`src/rtl/controle_memoria_dados.sv`:
```
// controle_memoria_dados
// Load/store unit between the datapath and the external data SRAM. It turns
// one load or store request into a word-wide SRAM transaction with byte
// enables, waits for the acknowledge (bounded by TIMEOUT cycles) and returns
// the load result aligned and sign/zero-extended.
//
// Ports:
//   clock, reset        : clock and synchronous active-high reset
//   req                 : request strobe, sampled only while idle
//   escrita             : 1 = store, 0 = load
//   tamanho             : 00 byte, 01 half, 1x word
//   com_sinal           : load extension, 1 = sign, 0 = zero
//   endereco            : byte address
//   dado_escrita        : right-justified store data
//   saida_memoria       : registered load result
//   pronto              : one-cycle completion pulse
//   ocupado             : high while a transaction is in flight
//   erro                : 00 ok, 01 misaligned, 10 timeout (valid with pronto)
//   mem_req/mem_we      : SRAM request / write enable
//   mem_addr            : SRAM word address
//   mem_be              : byte enables, bit i = lane i
//   mem_wdata           : lane-replicated store data
//   mem_rdata, mem_ack  : SRAM read word and completion
module controle_memoria_dados #(
  parameter int TIMEOUT = 16
) (
  input  logic        clock,
  input  logic        reset,
  input  logic        req,
  input  logic        escrita,
  input  logic [1:0]  tamanho,
  input  logic        com_sinal,
  input  logic [31:0] endereco,
  input  logic [31:0] dado_escrita,
  output logic [31:0] saida_memoria,
  output logic        pronto,
  output logic        ocupado,
  output logic [1:0]  erro,
  output logic        mem_req,
  output logic        mem_we,
  output logic [29:0] mem_addr,
  output logic [3:0]  mem_be,
  output logic [31:0] mem_wdata,
  input  logic [31:0] mem_rdata,
  input  logic        mem_ack
);

  typedef enum logic [1:0] {OCIOSO, ESPERA, CONCLUI} estado_t;

  // Last counter value before the abort; counter starts at 0 on entry.
  localparam logic [7:0] LIMITE = 8'(TIMEOUT - 1);

  estado_t     r_estado;
  logic [7:0]  r_cont;
  logic [31:0] r_saida;
  logic [1:0]  r_erro;
  logic [29:0] r_addr;
  logic [3:0]  r_be;
  logic [31:0] r_wdata;
  logic        r_escrita;
  logic [1:0]  r_tam;
  logic        r_sinal;
  logic [1:0]  r_lsb;
  logic [31:0] w_dado_lido;

  function automatic logic f_desalinhado(input logic [1:0] tam, input logic [1:0] a);
    logic res;
    res = 1'b0;
    if (tam == 2'b01)  res = a[0];
    else if (tam[1])   res = (a != 2'b00);
    return res;
  endfunction

  function automatic logic [3:0] f_be(input logic [1:0] tam, input logic [1:0] a);
    logic [3:0] be;
    be = 4'b1111;
    if (tam == 2'b00)      be = 4'b0001 << a;
    else if (tam == 2'b01) be = a[1] ? 4'b1100 : 4'b0011;
    return be;
  endfunction

  function automatic logic [31:0] f_wdata(input logic [1:0] tam, input logic [31:0] d);
    logic [31:0] w;
    w = d;
    if (tam == 2'b00)      w = {4{d[7:0]}};
    else if (tam == 2'b01) w = {2{d[15:0]}};
    return w;
  endfunction

  function automatic logic [31:0] f_extrai(input logic [1:0] tam, input logic [1:0] a,
                                           input logic sinal, input logic [31:0] w);
    logic [7:0]  b;
    logic [15:0] h;
    logic [31:0] res;
    case (a)
      2'b00:   b = w[7:0];
      2'b01:   b = w[15:8];
      2'b10:   b = w[23:16];
      default: b = w[31:24];
    endcase
    h = a[1] ? w[31:16] : w[15:0];
    case (tam)
      2'b00:   res = {{24{sinal & b[7]}}, b};
      2'b01:   res = {{16{sinal & h[15]}}, h};
      default: res = w;
    endcase
    return res;
  endfunction

  assign w_dado_lido = f_extrai(r_tam, r_lsb, r_sinal, mem_rdata);

  always_ff @(posedge clock) begin
    if (reset) begin
      r_estado  <= OCIOSO;
      r_cont    <= '0;
      r_saida   <= '0;
      r_erro    <= 2'b00;
      r_addr    <= '0;
      r_be      <= '0;
      r_wdata   <= '0;
      r_escrita <= 1'b0;
      r_tam     <= 2'b00;
      r_sinal   <= 1'b0;
      r_lsb     <= 2'b00;
    end else begin
      case (r_estado)
        OCIOSO: begin
          if (req) begin
            r_escrita <= escrita;
            r_tam     <= tamanho;
            r_sinal   <= com_sinal;
            r_lsb     <= endereco[1:0];
            r_addr    <= endereco[31:2];
            r_be      <= f_be(tamanho, endereco[1:0]);
            r_wdata   <= f_wdata(tamanho, dado_escrita);
            r_cont    <= '0;
            if (f_desalinhado(tamanho, endereco[1:0])) begin
              r_erro   <= 2'b01;
              r_estado <= CONCLUI;
            end else begin
              r_estado <= ESPERA;
            end
          end
        end
        ESPERA: begin
          // Ack is checked first so it wins over the timeout limit.
          if (mem_ack) begin
            if (!r_escrita) r_saida <= w_dado_lido;
            r_erro   <= 2'b00;
            r_estado <= CONCLUI;
          end else if (r_cont == LIMITE) begin
            r_erro   <= 2'b10;
            r_estado <= CONCLUI;
          end else begin
            r_cont <= r_cont + 8'd1;
          end
        end
        CONCLUI: r_estado <= OCIOSO;
        default: r_estado <= OCIOSO;
      endcase
    end
  end

  // Status outputs are decoded straight from the state register.
  assign pronto        = (r_estado == CONCLUI);
  assign ocupado       = (r_estado != OCIOSO);
  assign mem_req       = (r_estado == ESPERA);
  assign mem_we        = (r_estado == ESPERA) & r_escrita;
  assign saida_memoria = r_saida;
  assign erro          = r_erro;
  assign mem_addr      = r_addr;
  assign mem_be        = r_be;
  assign mem_wdata     = r_wdata;

endmodule

```
`config.mk`:
```
export PLATFORM = sky130hd
export DESIGN_NAME = controle_memoria_dados
export DESIGN_NICKNAME = d
export VERILOG_FILES = /design/src/rtl/controle_memoria_dados.sv
export SDC_FILE = /design/constraint.sdc
export NUM_CORES = 1
export LEC_CHECK = 0
export ABC_AREA = 1
export CAP_MARGIN = 20
export CELL_PAD_IN_SITES_DETAIL_PLACEMENT = 1
export CELL_PAD_IN_SITES_GLOBAL_PLACEMENT = 2
export CORE_UTILIZATION = 23
export CTS_CLUSTER_SIZE = 40
export DETAILED_ROUTE_END_ITERATION = 7
export PLACE_DENSITY_LB_ADDON = 0.1
export SLEW_MARGIN = 10
export SYNTH_ARGS = -nofsm -noshare
export SYNTH_HDL_FRONTEND = slang
export SYNTH_SLANG_ARGS = --single-unit
```
`constraint.sdc`:
```
create_clock -name clock -period 2 [get_ports clock]
set_clock_uncertainty 0.05 [all_clocks]
set_input_delay 0.3 -clock clock [delete_from_list [all_inputs] [get_ports clock]]
set_output_delay 0.3 -clock clock [all_outputs]
set_load 0.03 [all_outputs]
```
### Word level (Yosys, flattened, before mapping)

Index checks and enable logic that the tools add are counted.

* bits in registers: 116
* bits in latches: 0
* bits in writable memories: 0
* memory bits (read-only): 0
* memories: 0

* add/sub/neg operators: 1
* multiply operators: 0
* divide/modulo/power cells: 0
* $lt $le $gt $ge: 0
* eq/ne operators: 12
* shifts and indexed selects: 1
* mux-type cells: 26
* bitwise gates (word level): 4
* reduce and logical (&&, ||, !) cells: 12

Operators by type and width (count)
* $mux W32: 2
* $pmux W32 S2: 1
* $mux W8: 3
* $pmux W8 S3: 1
* $mux W16: 1
* $pmux W8 S2: 1
* $mux W2: 7
* $mux W4: 3
* $add A8 B1 Y8 const B: 1
* $eq A2 B1 Y1 const B: 4
* $eq A8 B4 Y1 const B: 1
* $logic_not A2 Y1: 4
* $ne A2 B2 Y1 const B: 4
* $pmux W2 S2: 2
* $reduce_and A4 Y1: 2
* $reduce_bool A2 Y1: 3
* $mux W1: 5
* $eq A2 B2 Y1 const B: 2
* $reduce_and A2 Y1: 2
* $shl A1 B2 Y4 const A: 1
* $and A1 B1 Y1: 3
* $ne A3 B1 Y1 const B: 1
* $reduce_and A3 Y1: 1
* $not A1 Y1: 1

### Depth between registers and ports, before layout

* depth after elaboration: 9
* mapped depth: 9
* gate-level depth less buffers: 9

### Worst setup path after synthesis

Ideal clock, no wire load.

* path kind: register to register
* start point: reg r_cont[0]
* end point: reg r_cont[5]
* library setup time: 0.128 ns
* arrival time: 1.298 ns
* path slack: 0.525 ns
* cell stages (with the launch flop): 9
* clock period less this slack: 1.475 ns
* cells stage by stage: dfxtp_1 ha_1 nand3_2 nor2_1 nor2_4 nor2_4 nor2_1 nor2_1 nor2_1

* word-level cells in the longest chain between the ends: 4

Ends and longest elaborated chain
* from (decl): RTL line 54 `logic [7:0] r_cont;`
* from (signal assigned): RTL line 155 `r_cont <= r_cont + 8'd1;`
* $add A8 B1 Y8: RTL line 155
* $mux W8: RTL line 151 `end else if (r_cont == LIMITE) begin`
* $mux W8: RTL line 147 `if (mem_ack) begin`
* $pmux W8 S2: RTL line 126 `case (r_estado)`

Several ways; a longest one is shown, not always the timed one. The select of a mux whose other input is x is not followed.
A chain may end at the register's enable or synchronous reset.

### Final worst setup path

* start point: reg r_saida[15], in the netlist saida_memoria[15]
* end point: out saida_memoria[15]

RTL lines
* from (decl): RTL line 55 `logic [31:0] r_saida;`
* from (signal assigned): RTL line 148 `if (!r_escrita) r_saida <= w_dado_lido;`
* to (decl): RTL line 35 `output logic [31:0] saida_memoria,`

No word-level cell between the ends.

==> impl_metrics.env <==
export IMPL_layout_worst_path_cycle_share_pct=92.2
export IMPL_hold_path_class="flop to flop"
export IMPL_yosys_mux_area_fraction_pct=0
export IMPL_synth_top_family_by_area="simple AND/OR/NAND/NOR gates"
export IMPL_power_density_nw_per_um2=874
export IMPL_antenna_found_initial=1
export IMPL_dieArea_um2=23100
export IMPL_rsz0062_at_grt="false"
export IMPL_drt_vias_per_instance=4.66
export IMPL_multi_input_area_um2=2440
export IMPL_setup_tns_ns=0
export IMPL_wire_per_inst_um=17.2
export IMPL_slew_violations=0
export IMPL_cts_buffers=17
export IMPL_cp_top_family="buffers and inverters"
export IMPL_drv_cap=0
export IMPL_postCtsHoldBufs=0
export IMPL_rows=54
export IMPL_hold_violations=0
export IMPL_gr_total_overflow=0
export IMPL_vdd_drop_max_uv=609
export IMPL_drt_antenna_violating_nets=0
export IMPL_worst_slew_pin_slew_ns=0.399
export IMPL_worst_path_max_fanout=2
export IMPL_h_tree_depth=4
export IMPL_vias=5573
export IMPL_fin_crit_ns=1.84
export IMPL_synth_warnings=0
export IMPL_synth_avg_cell_area_um2=7.44
export IMPL_start_kind="flop"
export IMPL_cp_end_kind="primary output"
export IMPL_drt_iter0_drc=328
export IMPL_routed_top_layer="met4"
export IMPL_wl_met1_um=8810
export IMPL_synth_area_leaders="dfxtp_1 45%, o21ai_0 10%, nor2_1 8.6%"
export IMPL_synth_top_area_cell="dfxtp_1"
export IMPL_synth_fp_nets=800
export IMPL_path_cells="clkdlybuf4s50_1"
export IMPL_drc_errors=48
export IMPL_synth_most_common_cell="nor2_1"
export IMPL_cpMaxStageDelayCell="clkdlybuf4s50_1"
export IMPL_clkLatencyLatePin_ns=0.41
export IMPL_clockRootBuffer="clkbuf_16"
export IMPL_core_area_um2=22000
export IMPL_die_h_um=152
export IMPL_synth_top_cells_by_count="118 x nor2_1, 116 x dfxtp_1, 116 x nand2_1"
export IMPL_synth_compound_area_share_pct=22.6
export IMPL_synthCells=695
export IMPL_cts_repair_resized=4
export IMPL_synth_area_um2=5170
export IMPL_cp_num_buf_inv=1
export IMPL_die_x_um=152
export IMPL_grt_pass1_wl_um=32600
export IMPL_grt_total_usage_pct=18.1
export IMPL_yosysTopAreaCellShare_pct=44.9
export IMPL_cts_sinks=116
export IMPL_whs_ns=0.403
export IMPL_ios=208
export IMPL_clkTransAtPathRegs_ns=0.06
export IMPL_status="finished, violations left"
export IMPL_synthAdderAreaFrac_pct=0.242
export IMPL_synth_simple_area_share_pct=24.2
export IMPL_worstSetupPathType="flop to primary output"
export IMPL_ys_ff_latch=116
export IMPL_violations="design-rule violations"
export IMPL_grt_pass1_vias=5974
export IMPL_ys_flop_type="dfxtp_1"
export IMPL_synth_edf_count=0
export IMPL_fmax_mhz=542
export IMPL_synthArstFlopShare_pct=0
export IMPL_register_area_um2=2320
export IMPL_io_buffer_count=207
export IMPL_drt_pass1_iter_count=6
export IMPL_area_delta_synth_final_pct=56.7
export IMPL_clk_path_buf_depth=2
export IMPL_critPathMaxStageDelay_ns=0.70
export IMPL_wl_um=20600
export IMPL_rrSetupSlack_ns=0.29
export IMPL_fin_nets=1007
export IMPL_gp_congestion=0.819
export IMPL_cts_tree="done"
export IMPL_post_cts_setup_buffers=0
export IMPL_wl_met2_um=9720
export IMPL_worstPathArrival_ns=1.49
export IMPL_p_leak_nw=3.12
export IMPL_finalSetupViolCount=0
export IMPL_synth_xor_area_share_pct=0.169
export IMPL_wl_met3_um=1420
export IMPL_worst_ep_required_time_ns=1.65
export IMPL_drive_gt1_share_pct=11.1
export IMPL_relSlewSlack_pct=73.3
export IMPL_grt_max_degree=43
export IMPL_final_fill_count=2643
export IMPL_ys_seq_area_share_pct=44.9
export IMPL_start_util_pct=23.5
export IMPL_ys_types=35
export IMPL_hpwl_um=15600
-- placed cells by master (no fill, tap or decap), types with 3 or more instances in the layout --
cell,synthesis,final
clkdlybuf4s50_1,0,203
nor2_1,118,118
nand2_1,116,116
dfxtp_1,116,116
o21ai_0,105,105
a21oi_1,42,42
nand3_1,33,33
inv_1,27,26
a31oi_1,22,22
buf_4,10,19
clkbuf_16,0,17
a21oi_2,11,11
o21ai_1,9,9
a41oi_1,8,8
nand2_2,7,7
or2_2,7,7
clkinvlp_4,0,7
inv_2,4,5
nor2_4,5,5
buf_12,0,5
a22oi_1,4,4
clkinv_2,0,4
inv_4,3,3
nand3_2,3,3
-- sequential cells by signal, indices dropped and copies added (netlist names) --
| name | cells |
|---|---|
| r_escrita | 1 |
| r_sinal | 1 |
| r_tam | 2 |
| r_estado | 2 |
| erro | 2 |
| saida_memoria | 32 |
| r_lsb | 2 |
| mem_wdata | 32 |
| mem_be | 4 |
| mem_addr | 30 |
| r_cont | 8 |
-- per-layer routing --
metal  vias up  GRT usage, %
li1       2746             -
met2       168          30.5
met3        35          5.56
met5         -             0
met4         0          8.45
met1      2624          21.1
-- path summary, 6_finish.rpt --
check        depth (start not counted)                 to              start
max                                  1  saida_memoria[15]  saida_memoria[15]
min                                  2       mem_wdata[7]       mem_wdata[7]
min reg2reg                          2       mem_wdata[7]       mem_wdata[7]
max reg2reg                          6      mem_wdata[10]        r_estado[0]
-- report_power, final --
group | switching (mW) | internal, mW
logic | 0.957 | 0.683
clock network | 1.14 | 1.70
registers | 0.110 | 2.49
total | 2.21 | 4.87
-- cell type report --
class,instances,area share (%)
sequential,116,28.7
clock buffer,19,5.34
multi-input combinational,501,30.1
clock inverter,13,1.37
inverter,35,1.71
antenna,1,0.0309
tap,280,4.32
timing repair buffer,231,28.4
-- stage by stage --
step	total power [mW]	instance area, um^2	setup slack [ns]	utilization [%]	instances
final	7.08	8100	0.156	36.9	1196
after global placement	4.28	7570	0.143	34.5	1163
after detailed placement	4.31	7570	0.0776	34.5	1163
after global routing	7.42	8100	0.115	36.9	1195
after floorplan	3.52	5170	0.525	-	695
after CTS	7.18	8110	0.00822	36.9	1195
-- kinds of logic (layout without fill, tap and decap cells) --
group,Yosys count,count (layout)
AND/OR/NAND/NOR,292,292
buffers and inverters,78,298
adder cells (fa/ha/maj),1,1
other,0,1
flip-flops,116,116
XOR/XNOR,1,1
AO/OA/AOI/OAI,207,207
(Power assumes the default switching activity.)
